### src/rtl/alu_sequencer.sv
// rtl/alu_sequencer.sv - step-driven operand/operation sequencer for an external combinational ALU
module alu_sequencer (
    input  logic       clk_2,
    input  logic       rst_n,
    input  logic       step,
    input  logic       clr,
    input  logic       acc,
    input  logic [2:0] din,
    input  logic [1:0] op_sel,
    input  logic [3:0] alu_res,
    input  logic       alu_flag,
    output logic [2:0] alu_a,
    output logic [2:0] alu_b,
    output logic [1:0] alu_op,
    output logic [3:0] result,
    output logic       flag,
    output logic [2:0] state,
    output logic       busy,
    output logic       done,
    output logic [3:0] op_count
);

    typedef enum logic [2:0] {
        S_IDLE   = 3'd0,
        S_WAIT_B = 3'd1,
        S_EXEC   = 3'd2,
        S_DONE   = 3'd3,
        S_SHOW   = 3'd4
    } state_t;

    state_t     state_q, state_d;
    logic       step_q, step_d;
    // armed_q blocks a rise until step has been seen low since reset,
    // so a switch left high across reset release does not start an operation.
    logic       armed_q, armed_d;
    logic [2:0] a_q, a_d;
    logic [2:0] b_q, b_d;
    logic [1:0] op_q, op_d;
    logic [3:0] result_q, result_d;
    logic       flag_q, flag_d;
    logic       busy_q, busy_d;
    logic       done_q, done_d;
    logic [3:0] count_q, count_d;
    logic       rise;

    // Next-state, operand capture and registered-output computation
    always_comb begin
        rise     = step & ~step_q & armed_q;
        step_d   = step;
        armed_d  = armed_q | ~step;
        state_d  = state_q;
        a_d      = a_q;
        b_d      = b_q;
        op_d     = op_q;
        result_d = result_q;
        flag_d   = flag_q;
        count_d  = count_q;

        if (clr) begin
            // clear wins over a coincident rise; op_count is deliberately kept
            state_d  = S_IDLE;
            a_d      = 3'd0;
            b_d      = 3'd0;
            op_d     = 2'd0;
            result_d = 4'd0;
            flag_d   = 1'b0;
        end else begin
            case (state_q)
                S_IDLE: begin
                    if (rise) begin
                        a_d     = din;
                        state_d = S_WAIT_B;
                    end
                end
                S_WAIT_B: begin
                    if (rise) begin
                        b_d     = din;
                        op_d    = op_sel;
                        state_d = S_EXEC;
                    end
                end
                S_EXEC: begin
                    // operands are stable here, so the ALU output is settled
                    result_d = alu_res;
                    flag_d   = alu_flag;
                    if (count_q != 4'd15) begin
                        count_d = count_q + 4'd1;
                    end
                    state_d = S_DONE;
                end
                S_DONE: begin
                    state_d = S_SHOW;
                end
                S_SHOW: begin
                    if (rise) begin
                        a_d     = acc ? result_q[2:0] : din;
                        state_d = S_WAIT_B;
                    end
                end
                default: begin
                    state_d = S_IDLE;
                end
            endcase
        end

        busy_d = (state_d == S_EXEC) || (state_d == S_DONE);
        done_d = (state_d == S_DONE);
    end

    // State register with asynchronous abort on reset
    always_ff @(posedge clk_2 or negedge rst_n) begin
        if (!rst_n) begin
            state_q  <= S_IDLE;
            step_q   <= 1'b0;
            armed_q  <= 1'b0;
            a_q      <= 3'd0;
            b_q      <= 3'd0;
            op_q     <= 2'd0;
            result_q <= 4'd0;
            flag_q   <= 1'b0;
            busy_q   <= 1'b0;
            done_q   <= 1'b0;
            count_q  <= 4'd0;
        end else begin
            state_q  <= state_d;
            step_q   <= step_d;
            armed_q  <= armed_d;
            a_q      <= a_d;
            b_q      <= b_d;
            op_q     <= op_d;
            result_q <= result_d;
            flag_q   <= flag_d;
            busy_q   <= busy_d;
            done_q   <= done_d;
            count_q  <= count_d;
        end
    end

    assign alu_a    = a_q;
    assign alu_b    = b_q;
    assign alu_op   = op_q;
    assign result   = result_q;
    assign flag     = flag_q;
    assign state    = state_q;
    assign busy     = busy_q;
    assign done     = done_q;
    assign op_count = count_q;

endmodule
### config.mk
export PLATFORM = sky130hd
export DESIGN_NAME = alu_sequencer
export DESIGN_NICKNAME = d
export VERILOG_FILES = /design/src/rtl/alu_sequencer.sv
export SDC_FILE = /design/constraint.sdc
export NUM_CORES = 1
export LEC_CHECK = 0
export BUFFER_PORTS_ARGS = -buffer_cell sky130_fd_sc_hd__buf_4
export CAP_MARGIN = 20
export CELL_PAD_IN_SITES_DETAIL_PLACEMENT = 1
export CELL_PAD_IN_SITES_GLOBAL_PLACEMENT = 2
export CORE_UTILIZATION = 28
export DETAILED_ROUTE_END_ITERATION = 10
export PLACE_DENSITY_LB_ADDON = 0.1
export SLEW_MARGIN = 20
export SYNTH_ARGS = -nofsm -noshare
export SYNTH_HDL_FRONTEND = slang
export SYNTH_SLANG_ARGS = --single-unit
### constraint.sdc
create_clock -name clk_2 -period 1.5 [get_ports clk_2]
set_clock_uncertainty 0.05 [all_clocks]
set_input_delay 0.075 -clock clk_2 [delete_from_list [all_inputs] [get_ports clk_2]]
set_output_delay 0.075 -clock clk_2 [all_outputs]
set_load 0.05 [all_outputs]
==> results.txt <==
IO Port Bufs - 36
Final GP Congestion - 0.7023
Largest driver fanout on the critical path - 6
Clock power frac - 27.5%
Post-route ant nets - 0
Synth Register Bits - 24
Hold WS - 5.643 ps
YS warnings - 0
Minimum clock period - 1416 ps
Clk buf depth - 2
Post-synthesis cell count - 93
CTS tree - yes
Final period util - 94.41%
Total Power - 1578 uW
Power per standard cell area - 1003 nW/um^2
Vias - 849
Post-synth ARST share - 100.0%
DRC violations left - 0
Seq. cell area - 605.6 sq um
Slew HR - 79.44%
Max Freq - 706.1 MHz
Ant. Diodes - 0
Final Hold Fails - 0
Worst-path clk slew - 90 ps
Area delta synth->final - 39.16%
Min-Delay Path Class - primary input to register
Number of synthesized flops with an enable pin - 0
Synthesized net count - 109
Wirelength per Cell - 13.76 um
Post-synthesis mux area share - 13.50%
Synth Area in Compound Gates - 7.190%
Max_cap viols - 0
Die extent in x - 65.56 um
Die footprint - 4297 sq um
IO Pins - 37
Most frequent cell after synthesis - dfrtp_1
Area of the multi-input gates - 499.2 sq um
CTS buffer count - 3
CTS Root Cell - clkbuf_8
Initial antenna violation count - 0
Worst setup EP type - register
Skew-Pair Late Insertion Delay - 260 ps
Mapped Area - 1131 sq um
Data required time at the worst endpoint - 1600 ps
Syn Area/Cell - 12.16 sq um
Nets@finish - 154
Worst-margin pin slew - 308.4 ps
Psw - 497.9 uW
RSZ-0062 raised after global routing - true
Gate power share - 25.4%
Top cells by area, synth - dfrtp_1 53%, mux2i_1 12%, nand2b_1 7.2%
Power Internal - 1081 uW
Initial DRC count - 15
Simple-gate portion of the synthesized area - 21.24%
Adder-cell share of the synthesized area - 1.106%
WP data arrival - 1520 ps
Layout fillers - 410
Die height - 65.56 um
Sw Share - 31.54%
Share of layout cells above drive strength 1 - 42.34%
LEAKAGE - 0.0007347 uW
GRT Resource Usage Total - 13.20%
Area leader, netlist - dfrtp_1
Final HPWL DP - 1880 um
Synth top cells by count - 24 x dfrtp_1, 13 x mux2i_1, 13 x nand2b_1
Status - finished, final reports clean
Register area share after synthesis - 53.10%
Sink Count - 24
VDD IR-drop max - 567.3 uV
H-tree levels - 1
Startpoint types - register
Drt total wl - 2546 um
Via/cell ratio - 4.589
Final setup viols - 0
Yosys top cell area share - 53.10%
Largest family of logic cells by synthesized area - simple AND/OR/NAND/NOR gates
Top FF cell, synth - dfrtp_1
Vias in the first global route - 888
First-pass GRT wire length - 4264 um
Reg2Reg Setup Slack - 80 ps
GR Overflow Total - 0
Site Rows - 22
Distinct cells, synth - 26
Core Region - 3771 sq um
WS Path Type - register to register
Final Max Slew Viols - 0
Initial Util - 29.99%
Part of the power in registers - 47.2%
DRT Pass-1 Iters - 3
XOR/XNOR share of the synthesized area - 0.7743%
Largest net degree at the start of global routing - 25
==> layout by cell type, fill, tap and decap left out, types with 2 or more instances in the layout <==
| master | netlist | final |
|---|---|---|
| buf_4 | 1 | 43 |
| nor4b_4 | 2 | 2 |
| dfrtp_1 | 24 | 20 |
| nand3b_1 | 3 | 3 |
| mux2i_1 | 13 | 12 |
| dfrtp_2 | 0 | 4 |
| dlygate4sd3_1 | 0 | 2 |
| clkbuf_8 | 0 | 4 |
| nor2_1 | 6 | 6 |
| a21oi_1 | 5 | 5 |
| nand2b_1 | 13 | 13 |
| nand2_1 | 2 | 2 |
| nand3_1 | 2 | 2 |
| a311oi_1 | 3 | 3 |
| mux2_2 | 2 | 2 |
| a211oi_1 | 2 | 2 |
==> worst max-delay path, stage by stage, from the launching register on <==
cell     delay [ps]
dfrtp_2         460
nor4b_4         360
nand2_1         140
mux2_2          290
==> registers in the layout, indices dropped and copies added (netlist names) <==
| signal | count |
|---|---|
| alu_b | 3 |
| flag | 1 |
| busy | 1 |
| alu_a | 3 |
| result | 4 |
| done | 1 |
| op_count | 4 |
| armed_q | 1 |
| step_q | 1 |
| state | 3 |
| alu_op | 2 |
==> layer usage <==
layer / track usage [%] / wire (um)
met2: 22.04 / 1233
met3: 2.083 / 103
met5: 0 / 0
met1: 17.37 / 1196
met4: 4.076 / 13
==> layout make-up <==
cell class	instances	share of cell area, %
clock buffers	4	3.498
flip-flops and latches	24	38.47
well taps	48	3.816
repair buffers	46	22.50
multi-input cells	63	31.72
==> worst paths after layout <==
check / startpoint / end / cells past startpoint
worst min register to register: op_count[0]$_DFFE_PN0P_ / op_count[0]$_DFFE_PN0P_ / 1
worst max-delay path: state[2]$_DFF_PN0_ / op_count[1]$_DFFE_PN0P_ / 3
max in group asynchronous: rst_n / state[0]$_DFF_PN0_ / 2
min in group asynchronous: rst_n / alu_b[2]$_DFFE_PN0P_ / 2
worst max register to register: state[2]$_DFF_PN0_ / op_count[1]$_DFFE_PN0P_ / 3
worst min-delay path: alu_res[2] / result[2]$_DFFE_PN0P_ / 3
==> metrics by stage <==
step                utilization (%)  worst slack (ps)  TNS, ps  instances  cell area, sq um
floorplan                         -            -133.8   -513.7         93              1139
global placement              39.35             125.8        0        178              1484
detailed placement            39.35             82.53        0        178              1484
CTS                           41.34             50.28        0        184              1559
global route                  41.74            -1.188   -1.188        185              1574
finish                        41.74             83.82        0        185              1574
==> power groups by stage <==
stage               Sequential (uW)  Clock [uW]  Combinational, uW
global route                    754         484                430
floorplan                       888           0                115
finish                          745         433                400
detailed placement              757           0                400
CTS                             745         451                405
global placement                755           0                395
==> cell families after synthesis <==
kind of cell	Yosys count
AO/OA/AOI/OAI	12
XOR/XNOR	1
adder cells (fa/ha/maj)	1
buffers and inverters	6
flip-flops	24
multiplexers	15
AND/OR/NAND/NOR	34
==> repair_timing <==
| action | CTS | global route |
|---|---|---|
| setup endpoints to repair | 0 | 6 |
| gates resized for setup | 0 | 2 |
| hold endpoints to repair | 26 | 0 |
| hold buffers | 2 | 0 |
| setup buffers | 0 | 1 |
Note: power is estimated with default switching activity, not from simulation.
